`config.mk`:
```
export PLATFORM = sky130hd
export DESIGN_NAME = stage_id_fwd_flat
export DESIGN_NICKNAME = d
export VERILOG_FILES = /design/src/rtl/stage_id_fwd_if.sv /design/src/rtl/stage_id_fwd.sv /design/src/flat_wrapper.sv
export SDC_FILE = /design/constraint.sdc
export NUM_CORES = 1
export LEC_CHECK = 0
export ABC_AREA = 1
export CAP_MARGIN = 20
export CORE_MARGIN = 2
export CORE_UTILIZATION = 49
export CTS_CLUSTER_DIAMETER = 50
export DETAILED_ROUTE_END_ITERATION = 8
export GPL_ROUTABILITY_DRIVEN = 0
export PLACE_DENSITY = 0.83
export SYNTH_ARGS = -nofsm -noshare
export SYNTH_HDL_FRONTEND = slang
export SYNTH_SLANG_ARGS = --single-unit
export TNS_END_PERCENT = 20
```
`constraint.sdc`:
```
create_clock -name clk_I -period 4.9 [get_ports clk_I]
set_clock_uncertainty 0.15 [all_clocks]
set_input_delay 0.735 -clock clk_I [delete_from_list [all_inputs] [get_ports clk_I]]
set_output_delay 0.735 -clock clk_I [all_outputs]
set_load 0.01 [all_outputs]
```
`src/rtl/stage_id_fwd_if.sv`:
```
// stage_id_fwd_if: IF->ID->EX handshake, regfile read, and bypass bundle for stage_id_fwd.
// master = surrounding pipeline (IF, regfile, downstream stages, EX); slave = the ID stage.
// N_FWD must match the N_FWD of the stage it is connected to.
interface stage_id_fwd_if #(
  parameter int N_FWD = 2
);
  logic                 in_valid;
  logic                 in_ready;
  logic [31:0]          in_inst;
  logic [31:0]          in_pc;
  logic [4:0]           RF_raddr1;
  logic [4:0]           RF_raddr2;
  logic [31:0]          RF_rdata1;
  logic [31:0]          RF_rdata2;
  logic [N_FWD-1:0]     fwd_valid;
  logic [5*N_FWD-1:0]   fwd_rd;
  logic [32*N_FWD-1:0]  fwd_data;
  logic [N_FWD-1:0]     fwd_pend;
  logic                 flush;
  logic                 out_valid;
  logic                 out_ready;
  logic [31:0]          out_pc;
  logic [31:0]          out_rr1;
  logic [31:0]          out_rr2;
  logic [31:0]          out_imm;
  logic [31:0]          out_tgt;
  logic [4:0]           out_rd;
  logic [19:0]          out_dcr;
  logic                 out_illegal;

  modport master (
    output in_valid, in_inst, in_pc, RF_rdata1, RF_rdata2,
           fwd_valid, fwd_rd, fwd_data, fwd_pend, flush, out_ready,
    input  in_ready, RF_raddr1, RF_raddr2, out_valid, out_pc, out_rr1,
           out_rr2, out_imm, out_tgt, out_rd, out_dcr, out_illegal
  );

  modport slave (
    input  in_valid, in_inst, in_pc, RF_rdata1, RF_rdata2,
           fwd_valid, fwd_rd, fwd_data, fwd_pend, flush, out_ready,
    output in_ready, RF_raddr1, RF_raddr2, out_valid, out_pc, out_rr1,
           out_rr2, out_imm, out_tgt, out_rd, out_dcr, out_illegal
  );
endinterface

```
`src/rtl/stage_id_fwd.sv`:
```
// stage_id_fwd: RV32 decode + regfile read + N-source bypass, load-use stall, flush, branch/jump targets.
// Latency 1 cycle from accept to out_valid; payload frozen while out_valid & ~out_ready.
// Optional macro ID_MULDIV_EN: full M extension (funct7=1, any funct3); otherwise only MUL is legal.
module stage_id_fwd #(
  parameter int          N_FWD  = 2,
  parameter logic [31:0] RST_PC = 32'h0
) (
  input logic           clk_I,
  input logic           rst,
  stage_id_fwd_if.slave bus
);
  localparam logic [6:0] OP_R     = 7'b0110011;
  localparam logic [6:0] OP_ICS   = 7'b0010011;
  localparam logic [6:0] OP_IL    = 7'b0000011;
  localparam logic [6:0] OP_IJ    = 7'b1100111;
  localparam logic [6:0] OP_S     = 7'b0100011;
  localparam logic [6:0] OP_LUI   = 7'b0110111;
  localparam logic [6:0] OP_AUIPC = 7'b0010111;
  localparam logic [6:0] OP_B     = 7'b1100011;
  localparam logic [6:0] OP_J     = 7'b1101111;

  logic [31:0] w_inst;
  logic [6:0]  w_opc, w_f7;
  logic [2:0]  w_f3;
  logic [4:0]  w_rs1, w_rs2;
  assign w_inst = bus.in_inst;
  assign w_opc  = w_inst[6:0];
  assign w_f3   = w_inst[14:12];
  assign w_f7   = w_inst[31:25];
  assign w_rs1  = w_inst[19:15];
  assign w_rs2  = w_inst[24:20];
  assign bus.RF_raddr1 = w_rs1;
  assign bus.RF_raddr2 = w_rs2;

  logic w_r, w_ics, w_il, w_ij, w_s, w_auipc, w_u, w_b, w_j, w_i;
  assign w_r     = (w_opc == OP_R);
  assign w_ics   = (w_opc == OP_ICS);
  assign w_il    = (w_opc == OP_IL);
  assign w_ij    = (w_opc == OP_IJ);
  assign w_s     = (w_opc == OP_S);
  assign w_auipc = (w_opc == OP_AUIPC);
  assign w_u     = (w_opc == OP_LUI) | w_auipc;
  assign w_b     = (w_opc == OP_B);
  assign w_j     = (w_opc == OP_J);
  assign w_i     = w_ics | w_il | w_ij;

  logic w_r_ok, w_m;
  // R-type funct7 legality; funct7=1 selects the multiply/divide unit
  always_comb begin
    w_r_ok = 1'b0;
    w_m    = 1'b0;
    if (w_f7 == 7'b0000000) begin
      w_r_ok = 1'b1;
    end else if (w_f7 == 7'b0100000) begin
      w_r_ok = (w_f3 == 3'b000) | (w_f3 == 3'b101);
    end else if (w_f7 == 7'b0000001) begin
`ifdef ID_MULDIV_EN
      w_r_ok = 1'b1;
      w_m    = w_r;
`else
      w_r_ok = (w_f3 == 3'b000);
      w_m    = w_r & (w_f3 == 3'b000);
`endif
    end
  end

  logic w_illegal;
  assign w_illegal = ~(w_r | w_i | w_s | w_u | w_b | w_j) | (w_r & ~w_r_ok);

  // Shifts: SFTop = {right, arithmetic}
  logic       w_sft;
  logic [1:0] w_sftop;
  assign w_sft   = ((w_r & ~w_m) | w_ics) & ((w_f3 == 3'b001) | (w_f3 == 3'b101));
  assign w_sftop = {w_f3[2], w_f7[5]};

  // ALUop: 0 add, 1 sub/compare, 2 slt, 3 sltu, 4 xor, 5 or, 6 and; M-ops pass funct3
  logic [2:0] w_aluop;
  always_comb begin
    w_aluop = 3'd0;
    if (w_m) begin
      w_aluop = w_f3;
    end else if (w_b) begin
      w_aluop = 3'd1;
    end else if ((w_r | w_ics) & ~w_sft) begin
      case (w_f3)
        3'b000:  w_aluop = (w_r & w_f7[5]) ? 3'd1 : 3'd0;
        3'b010:  w_aluop = 3'd2;
        3'b011:  w_aluop = 3'd3;
        3'b100:  w_aluop = 3'd4;
        3'b110:  w_aluop = 3'd5;
        3'b111:  w_aluop = 3'd6;
        default: w_aluop = 3'd0;
      endcase
    end
  end

  logic [19:0] w_dcr;
  assign w_dcr = w_illegal ? 20'd0 :
                 {w_auipc, w_f3, w_r, w_ics, w_il, w_ij, w_s, w_u, w_b, w_j, w_m,
                  w_i, w_sft, w_aluop, w_sftop};

  // Immediate extraction by format
  logic [31:0] w_imm;
  always_comb begin
    w_imm = 32'd0;
    if (w_i)      w_imm = {{20{w_inst[31]}}, w_inst[31:20]};
    else if (w_s) w_imm = {{20{w_inst[31]}}, w_inst[31:25], w_inst[11:7]};
    else if (w_b) w_imm = {{19{w_inst[31]}}, w_inst[31], w_inst[7], w_inst[30:25], w_inst[11:8], 1'b0};
    else if (w_u) w_imm = {w_inst[31:12], 12'd0};
    else if (w_j) w_imm = {{11{w_inst[31]}}, w_inst[31], w_inst[19:12], w_inst[20], w_inst[30:21], 1'b0};
  end

  logic [4:0] w_rd;
  assign w_rd = ((w_r | w_i | w_u | w_j) & ~w_illegal) ? w_inst[11:7] : 5'd0;

  // Bypass chain: each stage overrides anything older, so index 0 (youngest) wins
  for (genvar g = 0; g < N_FWD; g++) begin : g_byp
    logic        w_m1, w_m2, w_p1, w_p2;
    logic [31:0] w_v1, w_v2;
    assign w_m1 = bus.fwd_valid[g] & (bus.fwd_rd[5*g +: 5] == w_rs1) & (w_rs1 != 5'd0);
    assign w_m2 = bus.fwd_valid[g] & (bus.fwd_rd[5*g +: 5] == w_rs2) & (w_rs2 != 5'd0);
    if (g == N_FWD - 1) begin : g_last
      assign w_v1 = w_m1 ? bus.fwd_data[32*g +: 32] : bus.RF_rdata1;
      assign w_v2 = w_m2 ? bus.fwd_data[32*g +: 32] : bus.RF_rdata2;
      assign w_p1 = w_m1 & bus.fwd_pend[g];
      assign w_p2 = w_m2 & bus.fwd_pend[g];
    end else begin : g_mid
      assign w_v1 = w_m1 ? bus.fwd_data[32*g +: 32] : g_byp[g+1].w_v1;
      assign w_v2 = w_m2 ? bus.fwd_data[32*g +: 32] : g_byp[g+1].w_v2;
      assign w_p1 = w_m1 ? bus.fwd_pend[g] : g_byp[g+1].w_p1;
      assign w_p2 = w_m2 ? bus.fwd_pend[g] : g_byp[g+1].w_p2;
    end
  end

  // Sources the instruction does not read never stall and never take bypass data
  logic        w_use1, w_use2, w_stall;
  logic [31:0] w_rr1, w_rr2;
  assign w_use1  = w_r | w_i | w_s | w_b;
  assign w_use2  = w_r | w_s | w_b;
  assign w_rr1   = w_use1 ? g_byp[0].w_v1 : bus.RF_rdata1;
  assign w_rr2   = w_use2 ? g_byp[0].w_v2 : bus.RF_rdata2;
  assign w_stall = bus.in_valid & ((w_use1 & g_byp[0].w_p1) | (w_use2 & g_byp[0].w_p2));

  logic [31:0] w_sum_pc, w_sum_rs, w_tgt;
  assign w_sum_pc = bus.in_pc + w_imm;
  assign w_sum_rs = w_rr1 + w_imm;
  assign w_tgt = (w_b | w_j) ? {w_sum_pc[31:2], 2'b00} :
                 w_ij        ? {w_sum_rs[31:2], 2'b00} : bus.in_pc + 32'd4;

  logic        r_valid, r_illegal;
  logic [31:0] r_pc, r_rr1, r_rr2, r_imm, r_tgt;
  logic [4:0]  r_rd;
  logic [19:0] r_dcr;
  logic        w_adv, w_accept;
  assign w_adv        = ~r_valid | bus.out_ready;
  assign bus.in_ready = w_adv & ~w_stall & ~bus.flush;
  assign w_accept     = bus.in_valid & bus.in_ready;

  // Payload register: reset, then flush, then accept, then bubble, else hold
  always_ff @(posedge clk_I) begin
    if (rst) begin
      r_valid   <= 1'b0;
      r_pc      <= RST_PC;
      r_tgt     <= RST_PC;
      r_rr1     <= 32'd0;
      r_rr2     <= 32'd0;
      r_imm     <= 32'd0;
      r_rd      <= 5'd0;
      r_dcr     <= 20'd0;
      r_illegal <= 1'b0;
    end else if (bus.flush) begin
      r_valid <= 1'b0;
    end else if (w_accept) begin
      r_valid   <= 1'b1;
      r_pc      <= bus.in_pc;
      r_tgt     <= w_tgt;
      r_rr1     <= w_rr1;
      r_rr2     <= w_rr2;
      r_imm     <= w_imm;
      r_rd      <= w_rd;
      r_dcr     <= w_dcr;
      r_illegal <= w_illegal;
    end else if (w_adv) begin
      r_valid <= 1'b0;
    end
  end

  assign bus.out_valid   = r_valid;
  assign bus.out_pc      = r_pc;
  assign bus.out_rr1     = r_rr1;
  assign bus.out_rr2     = r_rr2;
  assign bus.out_imm     = r_imm;
  assign bus.out_tgt     = r_tgt;
  assign bus.out_rd      = r_rd;
  assign bus.out_dcr     = r_dcr;
  assign bus.out_illegal = r_illegal;
endmodule

```
`src/flat_wrapper.sv`:
```
// flat-port wrapper written by rule: the top's interface ports become plain ports
module stage_id_fwd_flat 
#(
  parameter int          N_FWD  = 2,
  parameter logic [31:0] RST_PC = 32'h0
)
  (clk_I, rst, bus_in_valid, bus_in_inst, bus_in_pc, bus_RF_rdata1, bus_RF_rdata2, bus_fwd_valid, bus_fwd_rd, bus_fwd_data, bus_fwd_pend, bus_flush, bus_out_ready, bus_in_ready, bus_RF_raddr1, bus_RF_raddr2, bus_out_valid, bus_out_pc, bus_out_rr1, bus_out_rr2, bus_out_imm, bus_out_tgt, bus_out_rd, bus_out_dcr, bus_out_illegal);
  stage_id_fwd_if #(.N_FWD(N_FWD)) bus_i ();
  input logic clk_I;
  input logic rst;
  input wire logic [$bits(bus_i.in_valid)-1:0] bus_in_valid;
  input wire logic [$bits(bus_i.in_inst)-1:0] bus_in_inst;
  input wire logic [$bits(bus_i.in_pc)-1:0] bus_in_pc;
  input wire logic [$bits(bus_i.RF_rdata1)-1:0] bus_RF_rdata1;
  input wire logic [$bits(bus_i.RF_rdata2)-1:0] bus_RF_rdata2;
  input wire logic [$bits(bus_i.fwd_valid)-1:0] bus_fwd_valid;
  input wire logic [$bits(bus_i.fwd_rd)-1:0] bus_fwd_rd;
  input wire logic [$bits(bus_i.fwd_data)-1:0] bus_fwd_data;
  input wire logic [$bits(bus_i.fwd_pend)-1:0] bus_fwd_pend;
  input wire logic [$bits(bus_i.flush)-1:0] bus_flush;
  input wire logic [$bits(bus_i.out_ready)-1:0] bus_out_ready;
  output wire logic [$bits(bus_i.in_ready)-1:0] bus_in_ready;
  output wire logic [$bits(bus_i.RF_raddr1)-1:0] bus_RF_raddr1;
  output wire logic [$bits(bus_i.RF_raddr2)-1:0] bus_RF_raddr2;
  output wire logic [$bits(bus_i.out_valid)-1:0] bus_out_valid;
  output wire logic [$bits(bus_i.out_pc)-1:0] bus_out_pc;
  output wire logic [$bits(bus_i.out_rr1)-1:0] bus_out_rr1;
  output wire logic [$bits(bus_i.out_rr2)-1:0] bus_out_rr2;
  output wire logic [$bits(bus_i.out_imm)-1:0] bus_out_imm;
  output wire logic [$bits(bus_i.out_tgt)-1:0] bus_out_tgt;
  output wire logic [$bits(bus_i.out_rd)-1:0] bus_out_rd;
  output wire logic [$bits(bus_i.out_dcr)-1:0] bus_out_dcr;
  output wire logic [$bits(bus_i.out_illegal)-1:0] bus_out_illegal;
  assign bus_i.in_valid = bus_in_valid;
  assign bus_i.in_inst = bus_in_inst;
  assign bus_i.in_pc = bus_in_pc;
  assign bus_i.RF_rdata1 = bus_RF_rdata1;
  assign bus_i.RF_rdata2 = bus_RF_rdata2;
  assign bus_i.fwd_valid = bus_fwd_valid;
  assign bus_i.fwd_rd = bus_fwd_rd;
  assign bus_i.fwd_data = bus_fwd_data;
  assign bus_i.fwd_pend = bus_fwd_pend;
  assign bus_i.flush = bus_flush;
  assign bus_i.out_ready = bus_out_ready;
  assign bus_in_ready = bus_i.in_ready;
  assign bus_RF_raddr1 = bus_i.RF_raddr1;
  assign bus_RF_raddr2 = bus_i.RF_raddr2;
  assign bus_out_valid = bus_i.out_valid;
  assign bus_out_pc = bus_i.out_pc;
  assign bus_out_rr1 = bus_i.out_rr1;
  assign bus_out_rr2 = bus_i.out_rr2;
  assign bus_out_imm = bus_i.out_imm;
  assign bus_out_tgt = bus_i.out_tgt;
  assign bus_out_rd = bus_i.out_rd;
  assign bus_out_dcr = bus_i.out_dcr;
  assign bus_out_illegal = bus_i.out_illegal;
  stage_id_fwd #(.N_FWD(N_FWD), .RST_PC(RST_PC)) u_core (.clk_I(clk_I), .rst(rst), .bus(bus_i));
endmodule
```
==> results.json <==
{
  "status": "finished with violations",
  "failed_checks": "design-rule violations",
  "worst_pin_slew_ns": 0.7457,
  "hpwlAfterDp_mm": 47.66,
  "wl_per_cell_um": 20.23,
  "cts_resized": 0,
  "worstRegToRegCells": 7,
  "fin_area_mm2": 0.01919,
  "drv_slew": 0,
  "io_pins": 409,
  "end_kind": "flop",
  "grt_max_degree": 71,
  "die_y_um": 173.6,
  "finish.utilization_pct": 67.40,
  "fin_tns_setup_ns": 0,
  "cts_max_level": 4,
  "design.core.area_mm2": 0.02847,
  "clk_latency_ns": 0.46,
  "peakVddDrop_v": 0.0001328,
  "worst-path-max-fanout": 21,
  "setup_viol": 0,
  "path_clk_slew_ns": 0.07,
  "holdPathEnd": "u_core.bus.out_imm[31]$_SDFFE_PP0P_",
  "clock_sinks": 186,
  "grt_use_total_pct": 39.16,
  "ys_seq_area_share_pct": 26.43,
  "fin_nets": 2878,
  "synth_area_mm2": 0.01409,
  "viasPerCell": 5.907,
  "yosys_warnings": 0,
  "drc": 1,
  "regArea_mm2": 0.003724,
  "critPathLaunchType": "input pin",
  "clock.fmax_ghz": 0.2260,
  "min_period_ns": 4.424,
  "synthCells": 2235,
  "cp_common_cell": "nand2_1",
  "cp_slowest_cell": "clkdlybuf4s50_1",
  "rsz0062_at_grt": "no",
  "r2r_slack_ns": 2.62,
  "crit_required_ns": 5.08,
  "drive_gt1_share_pct": 8.203,
  "power.leakage_nw": 8.256,
  "async_flop_share_pct": 0,
  "cts_setup_buffers": 0,
  "cts_root_buf": "clkbuf_16",
  "area_delta_synth_final_pct": 36.23,
  "layout_commonest_cell": "nand2_1",
  "crit_type": "in2reg",
  "synth-seq-cells": 186,
  "postCtsHoldBufs": 0,
  "die_area_mm2": 0.03012,
  "r2r-start": "u_core.bus.out_valid$_SDFFE_PP0P_",
  "synth_cell_types": 57,
  "maxSlewHeadroom_pct": 50.28,
  "multiInputGateArea_mm2": 0.009035,
  "ant_nets": 0,
  "cts_tree": "yes",
  "avgSynthCellArea_um2": 6.302,
  "regToRegEndpoint": "u_core.bus.out_tgt[12]$_SDFFE_PP0P_",
  "cts.path.max_buffers": 2,
  "arrival_ns": 4.60,
  "powerDensity_mw_per_mm2": 212.3,
  "cts-buffers-inserted": 17,
  "critical_path_buf_inv_count": 4,
  "holdWs_ns": 0.3160,
  "critPathMaxStageDelay_ns": 0.58,
  "fp.dieW_um": 173.6,
  "layout_common_cells": "591 x nand2_1, 407 x clkdlybuf4s50_1, 297 x a21oi_1",
  "grt_pass1_vias": 16500,
  "worstHoldStart": "u_core.bus.out_imm[31]$_SDFFE_PP0P_",
  "num_rows": 62,
  "grt.overflow.total": 0,
  "synth_edf_count": 0,
  "synth_flop_cell": "dfxtp_1",
  "dr_total_vias": 17760,
  "hold_class": "reg2reg",
  "path_depth": 25,
  "antenna_found_initial": 2,
  "holdPathStages": 2,
  "start_util_pct": 49.48,
  "drt_iter0_markers": 2615,
  "syn-num-nets": 2505,
  "n_fill_cell": 2491,
  "crit_family": "simple AND/OR/NAND/NOR gates",
  "timing.final.crit_share_pct": 90.28,
  "grt_pass1_wl_mm": 92.72,
  "finalWirelength_mm": 60.80,
  "pre_cts_ws_ns": 0.1369,
  "cap_violations": 0,
  "timing.final.ws_setup_ns": 0.4760,
  "dpl_cell_area_mm2": 0.01862,
  "first_pass_iters": 9,
  "io_buffers": 408,
  "hold_viol": 0
}
[where the power goes]
| group | internal [W] | switching [W] | total (W) |
|---|---|---|---|
| Sequential | 0.00158 | 0.0000437 | 0.00163 |
| Combinational | 0.000472 | 0.000583 | 0.00106 |
| Clock | 0.000713 | 0.000681 | 0.00139 |
| Total | 0.00277 | 0.00131 | 0.00407 |
[tightest hold or removal path, delay by kind of cell, from the launching register on]
family	cells	cell delay, ns
simple gates	1	0.06
flops	1	0.31
compound gates	1	0.06
[kinds of logic after synthesis]
logic type	Yosys count	share of synthesized area [%]
AND/OR/NAND/NOR	973	29.74
AO/OA/AOI/OAI	620	24.44
buffers and inverters	332	9.558
flip-flops	186	26.43
adder cells (fa/ha/maj)	59	5.241
XOR/XNOR	34	2.114
multiplexers	31	2.478
[how the worst max path moves through the flow]
stage	from	to	slack, ns
2_1_floorplan	bus_in_inst[4]	u_core.bus.out_tgt[17]$_SDFFE_PP0P_	1.01
3_3_place_gp	bus_in_inst[19]	u_core.bus.out_tgt[31]$_SDFFE_PP0P_	0.24
3_5_place_dp	bus_in_inst[16]	u_core.bus.out_tgt[31]$_SDFFE_PP0P_	0.14
4_1_cts	bus_in_inst[6]	u_core.bus.out_tgt[31]$_SDFFE_PP0P_	0.59
5_1_grt	bus_in_inst[19]	u_core.bus.out_tgt[31]$_SDFFE_PP0P_	0.15
6_report	bus_in_inst[19]	u_core.bus.out_tgt[31]$_SDFFE_PP0P_	0.48
[synthesized netlist by cell type, drive strengths merged, types with 3 or more instances]
cell type / n / share of area, %
a211oi: 4 / 0.21
a21oi: 301 / 11
a22oi: 3 / 0.16
a31oi: 29 / 1.3
a32o: 18 / 1.3
buf: 45 / 1.9
clkbuf: 66 / 1.8
dfxtp: 186 / 26
ha: 59 / 5.2
inv: 219 / 5.8
mux2: 31 / 2.5
nand2: 611 / 17
nand3: 110 / 4.1
nand3b: 7 / 0.40
nand4: 27 / 1.2
nor2: 154 / 4.6
nor3: 32 / 1.2
nor4: 9 / 0.40
o211ai: 5 / 0.27
o21a: 10 / 0.53
o21ai: 224 / 8.2
o21bai: 7 / 0.45
o22ai: 4 / 0.18
o31ai: 3 / 0.16
or2: 21 / 0.93
xnor2: 7 / 0.44
xor2: 27 / 1.7
[cell type report]
class | count | area share (%)
Multi-Input combinational cell | 1717 | 47.08
Timing Repair Buffer | 465 | 23.69
Sequential cell | 186 | 19.40
Inverter | 221 | 4.349
Tap cell | 384 | 2.504
Clock buffer | 18 | 2.236
Clock inverter | 14 | 0.7172
Antenna cell | 1 | 0.01304
[per-layer routing]
metal	global-route usage [%]	share of wire, %	up-vias
met2	61.70	44	1125
li1	-	-	8251
met1	47.73	37	8125
met3	9.079	11	253
met4	26.27	7.4	2
met5	0	0.021	-
[sequential cells by signal (all words and copies together) (netlist names)]
register	cells
u_core.bus.out_rd	5
u_core.bus.out_pc	32
u_core.bus.out_dcr	19
u_core.bus.out_tgt	32
u_core.bus.out_valid	1
u_core.bus.out_illegal	1
u_core.bus.out_rr1	32
u_core.bus.out_rr2	32
u_core.bus.out_imm	32
[through the flow]
stage | power [W] | cells
global placement | 0.002669 | 2973
global route | 0.004222 | 3006
finish | 0.004075 | 3006
detailed placement | 0.002683 | 2973
CTS | 0.004054 | 3005
floorplan | 0.002146 | 2235
(Power assumes the default switching activity.)
